**config.mk**
```make
export PLATFORM = sky130hd
export DESIGN_NAME = hack_rom_loader_flat
export DESIGN_NICKNAME = d
export VERILOG_FILES = /design/src/rtl/hack_rom_loader_if.sv /design/src/rtl/hack_rom_loader.sv /design/src/flat_wrapper.sv
export SDC_FILE = /design/constraint.sdc
export NUM_CORES = 1
export LEC_CHECK = 0
export ABC_AREA = 1
export CAP_MARGIN = 20
export CORE_UTILIZATION = 60
export DETAILED_ROUTE_END_ITERATION = 8
export MAX_ROUTING_LAYER = met4
export PLACE_DENSITY = 0.91
export SLEW_MARGIN = 20
export SYNTH_ARGS = -nofsm -noshare
export SYNTH_HDL_FRONTEND = slang
export SYNTH_SLANG_ARGS = --single-unit
```
**constraint.sdc**
```tcl
create_clock -name clk -period 7.44 [get_ports clk]
set_clock_uncertainty 0.05 [all_clocks]
set_input_delay 1.86 -clock clk [delete_from_list [all_inputs] [get_ports clk]]
set_output_delay 1.86 -clock clk [all_outputs]
set_load 0.01 [all_outputs]
```
**src/rtl/hack_rom_loader_if.sv**
```systemverilog
// Signal bundle between the Hack boot loader, the UART receiver/host side,
// the instruction ROM write port and the CPU reset input.
`timescale 1ns/1ps
interface hack_rom_loader_if #(
  parameter int ADDR_W = 15
);
  logic              load;
  logic              rx_valid;
  logic [7:0]        rx_data;
  logic              cpu_reset;
  logic              rom_we;
  logic [ADDR_W-1:0] rom_addr;
  logic [15:0]       rom_wdata;
  logic              busy;
  logic              err;

  modport master (
    output load, rx_valid, rx_data,
    input  cpu_reset, rom_we, rom_addr, rom_wdata, busy, err
  );

  modport slave (
    input  load, rx_valid, rx_data,
    output cpu_reset, rom_we, rom_addr, rom_wdata, busy, err
  );
endinterface

```
**src/rtl/hack_rom_loader.sv**
```systemverilog
// Boot/program-load controller for the Hack CPU: parses a length-prefixed
// big-endian byte stream into 16-bit words, writes them to ROM from address 0.
`timescale 1ns/1ps
module hack_rom_loader #(
  parameter int ADDR_W     = 15,
  parameter int TIMEOUT    = 1000000,
  parameter bit START_LOAD = 1'b1
) (
  input  logic             clk,
  input  logic             reset,
  hack_rom_loader_if.slave bus
);

  localparam int          CNT_W = $clog2(TIMEOUT + 1);
  localparam logic [16:0] DEPTH = 17'(2 ** ADDR_W);

  typedef enum logic [2:0] {LEN_HI, LEN_LO, DATA_HI, DATA_LO, DONE, RUN} state_t;
  localparam state_t RST_STATE = START_LOAD ? LEN_HI : RUN;

  state_t            state, state_n;
  logic [15:0]       len, len_n;
  logic [7:0]        hi, hi_n;
  logic [ADDR_W:0]   addr, addr_n;
  logic [CNT_W-1:0]  idle, idle_n;
  logic              we, we_n;
  logic [ADDR_W-1:0] waddr, waddr_n;
  logic [15:0]       wdata, wdata_n;
  logic              err, err_n;
  logic              cpu_rst, busy;
  logic              timed;
  logic [15:0]       n_rx;
  logic              last_word;

  always_comb begin
    state_n   = state;
    len_n     = len;
    hi_n      = hi;
    addr_n    = addr;
    we_n      = 1'b0;
    waddr_n   = waddr;
    wdata_n   = wdata;
    err_n     = err;
    timed     = (state == LEN_LO) || (state == DATA_HI) || (state == DATA_LO);
    n_rx      = {len[15:8], bus.rx_data};
    last_word = (17'(addr) == {1'b0, len - 16'd1});

    // load beats any byte arriving in the same cycle
    if (bus.load) begin
      state_n = LEN_HI;
      addr_n  = '0;
    end else if (bus.rx_valid) begin
      unique case (state)
        LEN_HI: begin
          len_n[15:8] = bus.rx_data;
          state_n     = LEN_LO;
        end
        LEN_LO: begin
          len_n[7:0] = bus.rx_data;
          if (n_rx == 16'd0 || {1'b0, n_rx} > DEPTH) begin
            err_n   = 1'b1;
            state_n = LEN_HI;
          end else begin
            addr_n  = '0;
            state_n = DATA_HI;
          end
        end
        DATA_HI: begin
          hi_n    = bus.rx_data;
          state_n = DATA_LO;
        end
        DATA_LO: begin
          we_n    = 1'b1;
          waddr_n = addr[ADDR_W-1:0];
          wdata_n = {hi, bus.rx_data};
          if (last_word) begin
            err_n   = 1'b0;
            state_n = DONE;
          end else begin
            addr_n  = addr + 1'b1;
            state_n = DATA_HI;
          end
        end
        DONE:    state_n = RUN;
        default: state_n = state;
      endcase
    end else if (state == DONE) begin
      state_n = RUN;
    end else if (timed && idle == CNT_W'(TIMEOUT - 1)) begin
      err_n   = 1'b1;
      state_n = LEN_HI;
    end

    if (!timed || bus.rx_valid || state_n != state) idle_n = '0;
    else                                            idle_n = idle + 1'b1;
  end

  always_ff @(posedge clk or posedge reset) begin
    if (reset) begin
      state   <= RST_STATE;
      len     <= '0;
      hi      <= '0;
      addr    <= '0;
      idle    <= '0;
      we      <= 1'b0;
      waddr   <= '0;
      wdata   <= '0;
      err     <= 1'b0;
      cpu_rst <= 1'b1;
      busy    <= START_LOAD;
    end else begin
      state   <= state_n;
      len     <= len_n;
      hi      <= hi_n;
      addr    <= addr_n;
      idle    <= idle_n;
      we      <= we_n;
      waddr   <= waddr_n;
      wdata   <= wdata_n;
      err     <= err_n;
      cpu_rst <= (state_n != RUN);
      busy    <= (state_n != RUN);
    end
  end

  assign bus.cpu_reset = cpu_rst;
  assign bus.rom_we    = we;
  assign bus.rom_addr  = waddr;
  assign bus.rom_wdata = wdata;
  assign bus.busy      = busy;
  assign bus.err       = err;

endmodule

```
**src/flat_wrapper.sv**
```systemverilog
// flat-port wrapper written by rule: the top's interface ports become plain ports
module hack_rom_loader_flat 
#(
  parameter int ADDR_W     = 15,
  parameter int TIMEOUT    = 1000000,
  parameter bit START_LOAD = 1'b1
)
  (clk, reset, bus_load, bus_rx_valid, bus_rx_data, bus_cpu_reset, bus_rom_we, bus_rom_addr, bus_rom_wdata, bus_busy, bus_err);
  hack_rom_loader_if #(.ADDR_W(ADDR_W)) bus_i ();
  input  logic clk;
  input  logic reset;
  input wire logic [$bits(bus_i.load)-1:0] bus_load;
  input wire logic [$bits(bus_i.rx_valid)-1:0] bus_rx_valid;
  input wire logic [$bits(bus_i.rx_data)-1:0] bus_rx_data;
  output wire logic [$bits(bus_i.cpu_reset)-1:0] bus_cpu_reset;
  output wire logic [$bits(bus_i.rom_we)-1:0] bus_rom_we;
  output wire logic [$bits(bus_i.rom_addr)-1:0] bus_rom_addr;
  output wire logic [$bits(bus_i.rom_wdata)-1:0] bus_rom_wdata;
  output wire logic [$bits(bus_i.busy)-1:0] bus_busy;
  output wire logic [$bits(bus_i.err)-1:0] bus_err;
  assign bus_i.load = bus_load;
  assign bus_i.rx_valid = bus_rx_valid;
  assign bus_i.rx_data = bus_rx_data;
  assign bus_cpu_reset = bus_i.cpu_reset;
  assign bus_rom_we = bus_i.rom_we;
  assign bus_rom_addr = bus_i.rom_addr;
  assign bus_rom_wdata = bus_i.rom_wdata;
  assign bus_busy = bus_i.busy;
  assign bus_err = bus_i.err;
  hack_rom_loader #(.ADDR_W(ADDR_W), .TIMEOUT(TIMEOUT), .START_LOAD(START_LOAD)) u_core (.clk(clk), .reset(reset), .bus(bus_i));
endmodule
```
### After elaboration in Yosys (flattened, before gate mapping)

Cells that the tools add are included.

* input port bits: 12
* register bits after elaboration: 97
* logic and storage cells: 70
* output and inout port bits: 35

* equality and inequality tests: 14
* add/sub/neg operators: 3
* bitwise operators: 1
* reductions and logical operators: 18
* mux-type cells: 22
* order comparisons: 1

Operators by type and width (number)
* 2-to-1 mux 16 bit: 4
* one-hot mux 16 bit (2 select lines): 1
* adder 20 x 1 -> 20 bit, second input constant: 1
* == test 20 bit, second input constant: 1
* 2-to-1 mux 20 bit: 1
* adder 16 x 1 -> 16 bit, second input constant: 1
* == test 16 bit: 1
* greater-than comparator 16 bit, second input constant: 1
* zero test 16 bit: 1
* subtractor 16 x 1 -> 16 bit, second input constant: 1
* 2-to-1 mux 3 bit: 5
* one-hot mux 3 bit (5 select lines): 1
* != test 3 bit, second input constant: 4
* AND reduction 3 bit: 4
* 2-to-1 mux 1 bit: 8
* == test 3 x 2 -> 1 bit, second input constant: 2
* AND reduction 6 bit: 1
* logical OR 1 bit: 5
* AND reduction 4 bit: 1
* nonzero test 2 bit: 2
* == test 3 x 1 -> 1 bit, second input constant: 1
* == test 3 bit, second input constant: 1
* zero test 3 bit: 1
* != test 3 x 1 -> 1 bit, second input constant: 1
* 9 further kinds: 9

### Depth between registers and ports, before layout

Gate-level depths: netlist of run 1.

* depth in word-level cells: 11
* mapped depth: 22
* gate-level depth less buffers: 21

### Worst setup path before layout of run 1

OpenSTA, ideal clock, no wires.

* kind: input -> register
* start: in bus_rx_data[6]
* end: reg u_core.idle[13]
* cell stages on the path: 15
* required time: 7268 ps
* setup time: 122 ps
* arrival: 3049 ps
* path slack: 4219 ps
* path buffers: 1
* cell sequence: inv_1 nand4_1 nor2_1 nand3_1 xnor2_1 nand2_1 nand3b_1 nand2_1 nand2_1 nand2_1 nand2_2 nand2_2 nand2_2 buf_6 nor2_2

* longest elaborated chain between the ends: 9
* elaborated cells on any way between the ends: 10
* those cells by class: 1 x order compare; 1 x eq/ne; 5 x mux; 3 x reduce/logical

Ends and longest elaborated chain
* start: declaration: RTL line flat_wrapper.sv:14 `input wire logic [$bits(bus_i.rx_data)-1:0] bus_rx_data;`
* greater-than comparator 16 bit or zero test 16 bit (tied branches): RTL line hack_rom_loader.sv:59 `if (n_rx == 16'd0 || {1'b0, n_rx} > DEPTH) begin`
* logical OR 1 bit (*): RTL line hack_rom_loader.sv:59
* 2-to-1 mux 2 bit (*): RTL line hack_rom_loader.sv:59
* one-hot mux 3 bit (5 select lines) (*): RTL line hack_rom_loader.sv:52 `unique case (state)`
* 2-to-1 mux 3 bit (*): RTL line hack_rom_loader.sv:51 `end else if (bus.rx_valid) begin`
* 2-to-1 mux 3 bit (*): RTL line hack_rom_loader.sv:48 `if (bus.load) begin`
* != test 3 bit (*): RTL line hack_rom_loader.sv:93 `if (!timed || bus.rx_valid || state_n != state) idle_n = '0;`
* logical OR 1 bit (*): RTL line hack_rom_loader.sv:93
* 2-to-1 mux 20 bit (*): RTL line hack_rom_loader.sv:93
* named net u_core.idle_n[13]: RTL line hack_rom_loader.sv:24 `logic [CNT_W-1:0] idle, idle_n;`
* end signal: assignment: RTL line hack_rom_loader.sv:115 `idle <= idle_n;`
* end: declaration: RTL line hack_rom_loader.sv:24

The timed path passes the listed nets; every way through them passes the cells marked *.
A chain may end at the register's enable or synchronous reset.

### Worst setup path after layout of run 1

* start: in bus_rx_valid
* end: reg u_core.waddr[4] (netlist: u_core.bus.rom_addr[4])

* longest elaborated chain between the ends: 1

Ends and longest elaborated chain
* start: declaration: RTL line flat_wrapper.sv:13 `input wire logic [$bits(bus_i.rx_valid)-1:0] bus_rx_valid;`
* AND reduction 3 bit (no line)
* end signal: assignment: RTL line hack_rom_loader.sv:117 `waddr <= waddr_n;`
* end: declaration: RTL line hack_rom_loader.sv:26 `logic [ADDR_W-1:0] waddr, waddr_n;`

No other way between the ends.

==> results.sh, run 1 <==
export IMPL_crit_required_ps=7670
export IMPL_cts_root_buf="clkbuf_8"
export IMPL_rows=33
export IMPL_p_per_area_mw_per_mm2=229.2
export IMPL_area_growth_pct=13.26
export IMPL_drc_errors=0
export IMPL_wl_um=12390
export IMPL_drive_gt1_share_pct=7.651
export IMPL_min_to="u_core.idle[0]"
export IMPL_p_leak_nw=2.706
export IMPL_worst_setup_path_type="in2reg"
export IMPL_firstDrtPassIters=5
export IMPL_yosysWarnings=0
export IMPL_min_from="u_core.idle[0]"
export IMPL_syn_inst=701
export IMPL_drv_cap=0
export IMPL_grt_max_degree=77
export IMPL_grt_use_total_pct=29.80
export IMPL_htreeDepth=3
export IMPL_coreArea_mm2=0.008382
export IMPL_ys_seq_area_share_pct=45.79
export IMPL_grt_overflow=0
export IMPL_netlist_area_mm2=0.005304
export IMPL_clock_latency_ps=370
export IMPL_grt_pass1_wl_um=20090
export IMPL_die_h_um=96.02
export IMPL_grt_pass1_vias=4275
export IMPL_synth_fp_nets=716
export IMPL_cts_buffers=9
export IMPL_final_max_slew_viol_count=0
export IMPL_pin_count=47
export IMPL_fillers=613
export IMPL_setup_viol=0
export IMPL_die_x_um=96.02
export IMPL_cts_sinks=97
export IMPL_detail_route_iter0_violations=335
export IMPL_cts_path_max_buffers=2
export IMPL_r2r_slack_ps=4100
export IMPL_hold_depth=1
export IMPL_syn_area_per_cell_um2=7.566
export IMPL_period_share_pct=59.55
export IMPL_status="finished, final reports clean"
export IMPL_dpl_hpwl_um=9090
export IMPL_antenna_found_initial=0
export IMPL_die_area_mm2=0.009220
export IMPL_worst_setup_path_start_kind="input pin"
export IMPL_start_util_pct=63.28
export IMPL_worst_r2r_cell_count=9
export IMPL_relSlewSlack_pct=37.38
export IMPL_synth_seq_cells=97
export IMPL_crit_arrival_ps=4660
export IMPL_max_freq_mhz=225.7
export IMPL_post_route_min_period_ps=4430
export IMPL_synth_xor_area_share_pct=5.780
export IMPL_cts_resized=0
export IMPL_post_cts_buffers=0
export IMPL_cp_end_kind="flop"
export IMPL_async_flop_share_pct=100.0
export IMPL_r2r_start="u_core.state[0]"
export IMPL_place_ws_ps=2659
export IMPL_synth_distinct_cells=37
export IMPL_ant_nets=0
export IMPL_yosysTopAreaCellShare_pct=45.29
export IMPL_fin_ws_ps=3010
export IMPL_synth_top_family_by_area="simple AND/OR/NAND/NOR gates"
export IMPL_nets=755
export IMPL_hold_buffers=0
export IMPL_place_port_buffers=46
export IMPL_path_clk_slew_ps=90
export IMPL_hold_viol=0
export IMPL_via_per_inst=5.528
export IMPL_worstReg2RegEnd="u_core.bus.rom_addr[4]"
export IMPL_gp_congestion=1.017
export IMPL_yosys_area_share_adder_pct=0.7077
export IMPL_synthSimpleGateAreaFrac_pct=32.41
export IMPL_synth_edff_count=0
export IMPL_dr_total_vias=4699
export IMPL_crit_fanout=33
export IMPL_wl_per_cell_um=14.57
export IMPL_max_vdd_ir_drop_mv=0.1650
export IMPL_cts_tree="built"
export IMPL_hp_class="reg2reg"
export IMPL_synth_area_leaders="dfrtp_1 (45%), nand2_1 (15%), inv_1 (5.1%)"
export IMPL_yosys_mux_area_fraction_pct=0
export IMPL_worstSetupStartpoint="bus_rx_valid"
export IMPL_total_power_mw=1.377
export IMPL_worstMarginPinSlew_ps=939.3
export IMPL_synthFlopType="dfrtp_1"
export IMPL_diodes=0
export IMPL_yosys_area_top_type="dfrtp_1"
export IMPL_synth_compound_area_share_pct=7.596
export IMPL_setup_tns_ps=0
export IMPL_rsz0062_at_grt="false"
## flip-flops by register name, summed over array words and instances (netlist names)
signal	count
u_core.bus.rom_addr	15
u_core.len	16
u_core.addr	16
u_core.hi	8
u_core.bus.rom_we	1
u_core.idle	20
u_core.bus.err	1
u_core.bus.cpu_reset	1
u_core.state	3
u_core.bus.rom_wdata	16
## through the flow
| step | area (um2) | util, % | hold slack (ps) | cells |
|---|---|---|---|---|
| 6_report | 6007 | 71.67 | 419.1 | 850 |
| 5_1_grt | 6007 | 71.67 | 437.3 | 850 |
| 4_1_cts | 6002 | 71.61 | 418.9 | 850 |
| 3_5_place_dp | 5807 | 69.28 | 404.0 | 834 |
| 3_3_place_gp | 5792 | 69.10 | 400.3 | 833 |
| 2_1_floorplan | 5304 | - | 384.5 | 701 |
## layout make-up
| class | instances | area, um2 | share of cell area [%] |
|---|---|---|---|
| Clock buffer | 10 | 127.6 | 2.125 |
| Sequential cell | 97 | 2429 | 40.43 |
| Multi-Input combinational cell | 505 | 2471 | 41.14 |
| Timing Repair Buffer | 48 | 483.0 | 8.040 |
| Tap cell | 105 | 131.4 | 2.187 |
| Clock inverter | 6 | 67.56 | 1.125 |
| Inverter | 79 | 297.8 | 4.957 |
## synth_stat cells, drive strengths merged, types with 4 or more instances
library cell	number
nand4	17
clkbuf	11
inv	76
a21oi	4
nand3	29
nand2	220
xor2	28
nor3	13
o21ai	70
nor4	7
xnor2	7
nor2	93
buf	9
dfrtp	96
## how the worst max path moves through the flow
stage                        endpoint  slack (ps)  cells past startpoint
6_report       u_core.bus.rom_addr[4]        3010                      8
5_1_grt        u_core.bus.rom_addr[4]        2690                      9
4_1_cts        u_core.bus.rom_addr[4]        3030                      8
3_5_place_dp   u_core.bus.rom_addr[4]        2660                      8
3_3_place_gp   u_core.bus.rom_addr[6]        2370                      7
2_1_floorplan          u_core.addr[0]        3000                      1
## kinds of logic after synthesis
group / Yosys count
buffers and inverters: 99
DFF: 97
and+or+nand+nor: 389
xor gates and xnor gates: 35
adders and majority gates: 3
AOI/OAI and AO/OA: 78
## layer usage
metal	vias to the layer above	track usage, %	wire length (um)
met4	0	6.965	199
met3	22	5.608	792
li1	2293	-	-
met1	2209	38.38	5300
met2	175	49.00	6092
met5	-	-	0
## worst max-delay path, cell delays in order
cell             delay (ps)
clkdlybuf4s50_1         570
inv_1                   130
nor2_1                  220
inv_1                    90
nor2_1                  570
clkinv_1                660
buf_8                   360
o21ai_0                 190
## power breakdown
group / switching [mW] / internal [mW]
Clock: 0.185 / 0.157
Sequential: 0.0661 / 0.594
Combinational: 0.220 / 0.154
Total: 0.472 / 0.905
## cell usage in the layout, fill, tap and decap left out, types with 2 or more instances in the layout
master	synthesis	layout
nor2_4	3	3
nand2_1	214	214
nand3_1	29	28
dfrtp_1	96	96
nand4_1	17	17
nor3_1	13	13
xnor2_1	7	7
xor2_1	28	28
nand3b_1	3	3
clkdlybuf4s50_1	0	46
nand2_2	5	5
nor2_2	22	22
clkbuf_8	0	9
a21oi_1	4	4
inv_2	4	4
clkinvlp_4	0	2
nor2_1	67	67
nor4_1	7	7
o21ai_1	17	17
o21ai_0	53	53
and3_1	2	2
clkinv_1	3	3
clkinv_2	0	2
inv_1	72	71
ha_1	3	3
(Power assumes the default switching activity.)
==> run 2: changes to the inputs <==
CORE_UTILIZATION = 52   (was 60)
PLACE_DENSITY = 0.84   (was 0.91)
clock period = 3.9 ns   (was 7.44 ns; I/O delays follow)
==> results.sh, run 2 (same netlist as run 1, synthesis figures left out) <==
export IMPL_rsz0062_at_grt="false"
export IMPL_drive_gt1_share_pct=8.267
export IMPL_start_util_pct=54.01
export IMPL_antenna_found_initial=0
export IMPL_layout_common_cells="nand2_1 (214), dfrtp_1 (96), inv_1 (71)"
export IMPL_drv_cap=0
export IMPL_wl_met2_um=5951
export IMPL_grt_pass1_wl_um=20710
export IMPL_dr_wl_met3_um=626
export IMPL_via_per_inst=5.371
export IMPL_status="finished, final reports clean"
export IMPL_largest_register="u_core.idle"
export IMPL_area_growth_pct=14.46
export IMPL_grt_pass1_vias=4555
export IMPL_cts_root_buf="clkbuf_8"
export IMPL_dpl_hpwl_um=9507
export IMPL_dr_total_vias=4743
export IMPL_max_freq_mhz=343.2
export IMPL_relSlewSlack_pct=56.39
export IMPL_hold_buffers=0
export IMPL_grt_max_degree=54
export IMPL_crit_required_ps=4080
export IMPL_place_ws_ps=631.7
export IMPL_met1_length_um=5470
export IMPL_path_clk_slew_ps=90
export IMPL_worst_setup_path_type="in2reg"
export IMPL_ant_nets=0
export IMPL_worst_setup_path_start_kind="input pin"
export IMPL_die_area_mm2=0.01061
export IMPL_crit_fanout=20
export IMPL_diodes=0
export IMPL_fillers=858
export IMPL_place_port_buffers=46
export IMPL_setup_viol=0
export IMPL_detail_route_iter0_violations=357
export IMPL_htreeDepth=3
export IMPL_p_per_area_mw_per_mm2=437.9
export IMPL_final_common_cell="nand2_1"
export IMPL_wl_per_cell_um=14.12
export IMPL_top_layer="met4"
export IMPL_crit_arrival_ps=3090
export IMPL_worstMarginPinSlew_ps=654.1
export IMPL_grt_overflow=0
export IMPL_multi_input_comb_area_mm2=0.002466
export IMPL_gp_congestion=0.9590
export IMPL_rows=36
export IMPL_cp_end_kind="flop"
export IMPL_hp_class="reg2reg"
export IMPL_period_share_pct=74.72
export IMPL_die_x_um=103.0
export IMPL_pin_count=47
export IMPL_cts_resized=0
export IMPL_firstDrtPassIters=5
export IMPL_nets=760
export IMPL_p_leak_nw=2.732
export IMPL_largest_reg_flops=20
export IMPL_regArea_mm2=0.002429
export IMPL_hold_viol=0
export IMPL_cts_tree="built"
export IMPL_max_vdd_ir_drop_mv=0.3491
export IMPL_fin_ws_ps=986.0
export IMPL_post_cts_buffers=0
export IMPL_die_h_um=103.0
export IMPL_cts_buffers=9
export IMPL_final_max_slew_viol_count=0
export IMPL_coreArea_mm2=0.009819
export IMPL_drc_errors=0
export IMPL_post_route_min_period_ps=2914
export IMPL_cts_sinks=97
export IMPL_setup_tns_ps=0
export IMPL_grt_use_total_pct=26.57
export IMPL_cts_path_max_buffers=2
export IMPL_wl_um=12470
export IMPL_clock_latency_ps=370
run 2: routing by layer:
metal | GRT usage [%] | vias to the layer above
met5 | - | -
met4 | 13.54 | 0
met3 | 3.458 | 34
met2 | 42.36 | 159
met1 | 33.36 | 2237
li1 | - | 2313
run 2: worst max-delay path: stages:
cell and delay (ps):
clkdlybuf4s50_1 400, inv_1 150, nand4_1 120, nor2_1 120, nand3_1 100, xnor2_1 220, nand2_1 100, nand3b_1 90
nand2_1 60, nand2_1 50, nand2_1 50, nand2_2 80, nand2_2 50, nand2_2 440, nor2_2 60
run 2: final cells by class:
cell class              instances  share of cell area, %
multi-input cells             505                  40.62
flip-flops and latches         97                  40.00
repair buffers                 53                  8.450
inverters                      79                  4.926
well taps                     133                  2.741
clock buffers                   9                  2.040
clock inverters                 7                  1.216
run 2: final timing paths:
path | from | end | slack, ps | depth (start not counted)
max in group asynchronous | reset | u_core.bus.cpu_reset | 2010 | 3
setup / recovery | bus_rx_data[1] | u_core.idle[9] | 990 | 15
hold reg to reg | u_core.idle[0] | u_core.idle[0] | 430 | 1
setup reg to reg | u_core.len[1] | u_core.idle[9] | 1040 | 17
min in group asynchronous | reset | u_core.bus.rom_wdata[1] | 990 | 2
hold / removal | u_core.idle[0] | u_core.idle[0] | 430 | 1
run 2: power by group:
part / internal [mW] / switching, mW
combinational: 0.297 / 0.423
clock: 0.301 / 0.364
sequential: 1.13 / 0.140
run 2: metrics by stage:
stage,utilization (%),instances,total power [mW],hold WS (ps),cell area (um2)
floorplan,-,701,1.733,384.5,5304
global placement,59.81,867,1.975,399.1,5873
detailed placement,59.81,867,2.005,409.2,5873
CTS,61.82,883,2.673,425.3,6071
global route,61.82,883,2.814,434.3,6071
finish,61.82,883,2.658,425.8,6071
==> run 3: changes to the inputs <==
CORE_UTILIZATION = 58   (was 52)
PLACE_DENSITY = 0.88   (was 0.84)
clock period = 2.94 ns   (was 3.9 ns; I/O delays follow)
==> results.sh, run 3 (same netlist as run 1, synthesis figures left out) <==
export IMPL_rsz0062_at_grt="false"
export IMPL_largest_register="u_core.idle"
export IMPL_top_usage_layer="met2"
export IMPL_setup_tns_ps=0
export IMPL_regArea_mm2=0.002429
export IMPL_grt_overflow=0
export IMPL_slowest_stage="dfrtp_1"
export IMPL_cts_root_buf="clkbuf_8"
export IMPL_drv_cap=0
export IMPL_die_area_mm2=0.009531
export IMPL_diodes=0
export IMPL_htreeDepth=3
export IMPL_setup_viol=0
export IMPL_die_h_um=97.63
export IMPL_drc_errors=6
export IMPL_clock_latency_ps=370
export IMPL_total_power_mw=3.576
export IMPL_cts_resized=0
export IMPL_grt_use_total_pct=29.25
export IMPL_max_freq_mhz=374.9
export IMPL_hold_slack_ps=422.8
export IMPL_worst_setup_path_type="reg2reg"
export IMPL_gp_congestion=0.9340
export IMPL_crit_required_ps=3140
export IMPL_pin_count=47
export IMPL_p_leak_nw=2.773
export IMPL_p_per_area_mw_per_mm2=584.4
export IMPL_rows=34
export IMPL_post_route_min_period_ps=2667
export IMPL_ant_nets=0
export IMPL_grtUsageMet1_pct=38.42
export IMPL_hold_viol=0
export IMPL_nets=766
export IMPL_hp_class="reg2reg"
export IMPL_layout_common_cells="nand2_1 (214), dfrtp_1 (96), inv_1 (71)"
export IMPL_place_port_buffers=46
export IMPL_violations="DRC"
export IMPL_via_per_inst=5.520
export IMPL_cp_end_kind="flop"
export IMPL_final_core_util_pct=69.48
export IMPL_place_inst=848
export IMPL_grt_pass1_wl_um=21650
export IMPL_cp_common_cell="nand2_1"
export IMPL_path_clk_slew_ps=100
export IMPL_r2r_slack_ps=270
export IMPL_cts_buffers=9
export IMPL_multi_input_comb_area_mm2=0.002466
export IMPL_critPathTopFamily="simple AND/OR/NAND/NOR gates"
export IMPL_antenna_found_initial=0
export IMPL_wl_um=12810
export IMPL_post_cts_buffers=0
export IMPL_firstDrtPassIters=7
export IMPL_path_cells="inv_2 -> ha_1 -> nand2_4 -> nor2_8 -> nand3_1 -> a21oi_1 -> nand2_1 -> nor2_1 -> nand2_1 -> nand2_1 -> nand2_1 -> nand2_1 -> nand2_1 -> nand2_2 -> nand2_2 -> nand2_2 -> buf_12 -> nor2_2"
export IMPL_period_share_pct=90.73
export IMPL_area_growth_pct=15.36
export IMPL_die_x_um=97.63
export IMPL_hold_buffers=0
export IMPL_critPathBufInv=2
export IMPL_cts_path_max_buffers=2
export IMPL_worst_setup_path_start_kind="flop"
export IMPL_grt_max_degree=50
export IMPL_final_common_cell="nand2_1"
export IMPL_max_vdd_ir_drop_mv=0.4160
export IMPL_wl_per_cell_um=14.82
export IMPL_coreArea_mm2=0.008806
export IMPL_drive_gt1_share_pct=8.995
export IMPL_cts_tree="built"
export IMPL_crit_arrival_ps=2870
export IMPL_final_max_slew_viol_count=0
export IMPL_worstMarginPinSlew_ps=618.2
export IMPL_start_util_pct=60.23
export IMPL_instances_no_fill=864
export IMPL_detail_route_iter0_violations=343
export IMPL_critPathMaxStageDelay_ps=470
export IMPL_largest_reg_flops=20
export IMPL_status="complete, but fails checks"
export IMPL_grt_pass1_vias=4633
export IMPL_crit_fanout=20
export IMPL_cts_sinks=97
export IMPL_dpl_hpwl_um=9578
export IMPL_grtUsageMet3_pct=5.324
export IMPL_use_met2_pct=46.92
export IMPL_relSlewSlack_pct=58.79
export IMPL_fillers=717
export IMPL_dr_total_vias=4769
## run 3: cell count changes in the layout (fill, tap and decap cells not counted)
cell and change:
buf_4 +4, buf_12 +2, clkinv_2 -1, inv_4 -1, inv_6 +1, inv_8 +1
## run 3: per-stage QoR
| stage | setup WS, ps | cell area [um2] |
|---|---|---|
| 5_1_grt | 52.76 | 6118 |
| 4_1_cts | 318.6 | 6118 |
| 3_3_place_gp | 241.6 | 5913 |
| 6_report | 272.6 | 6118 |
| 2_1_floorplan | 786.9 | 5308 |
| 3_5_place_dp | 195.4 | 5913 |
## run 3: final cells by class
cell class	count	share of cell area [%]
flip-flops and latches	97	39.69
clock inverters	7	1.329
inverters	79	4.908
clock buffers	9	2.025
repair buffers	59	9.530
well taps	108	2.209
multi-input cells	505	40.31
## run 3: path summary, 6_finish.rpt
kind                           startpoint               to  cells after the start
setup / recovery            u_core.len[0]  u_core.idle[13]                     18
hold / removal             u_core.idle[0]   u_core.idle[0]                      1
setup reg to reg            u_core.len[0]  u_core.idle[13]                     18
hold reg to reg            u_core.idle[0]   u_core.idle[0]                      1
max in group asynchronous           reset  u_core.addr[14]                      3
min in group asynchronous           reset     u_core.hi[3]                      3
## run 3: per-layer routing
layer  vias up  routed length (um)
met5         -                   0
met4         0                 247
met3        29                 811
met2       159                6040
met1      2261                5706
li1       2320                   -
## run 3: report_power, final
group / internal, mW / switching, mW / total, mW
combinational: 0.407 / 0.559 / 0.966
sequential: 1.50 / 0.186 / 1.69
clock: 0.411 / 0.510 / 0.921
total: 2.32 / 1.26 / 3.58
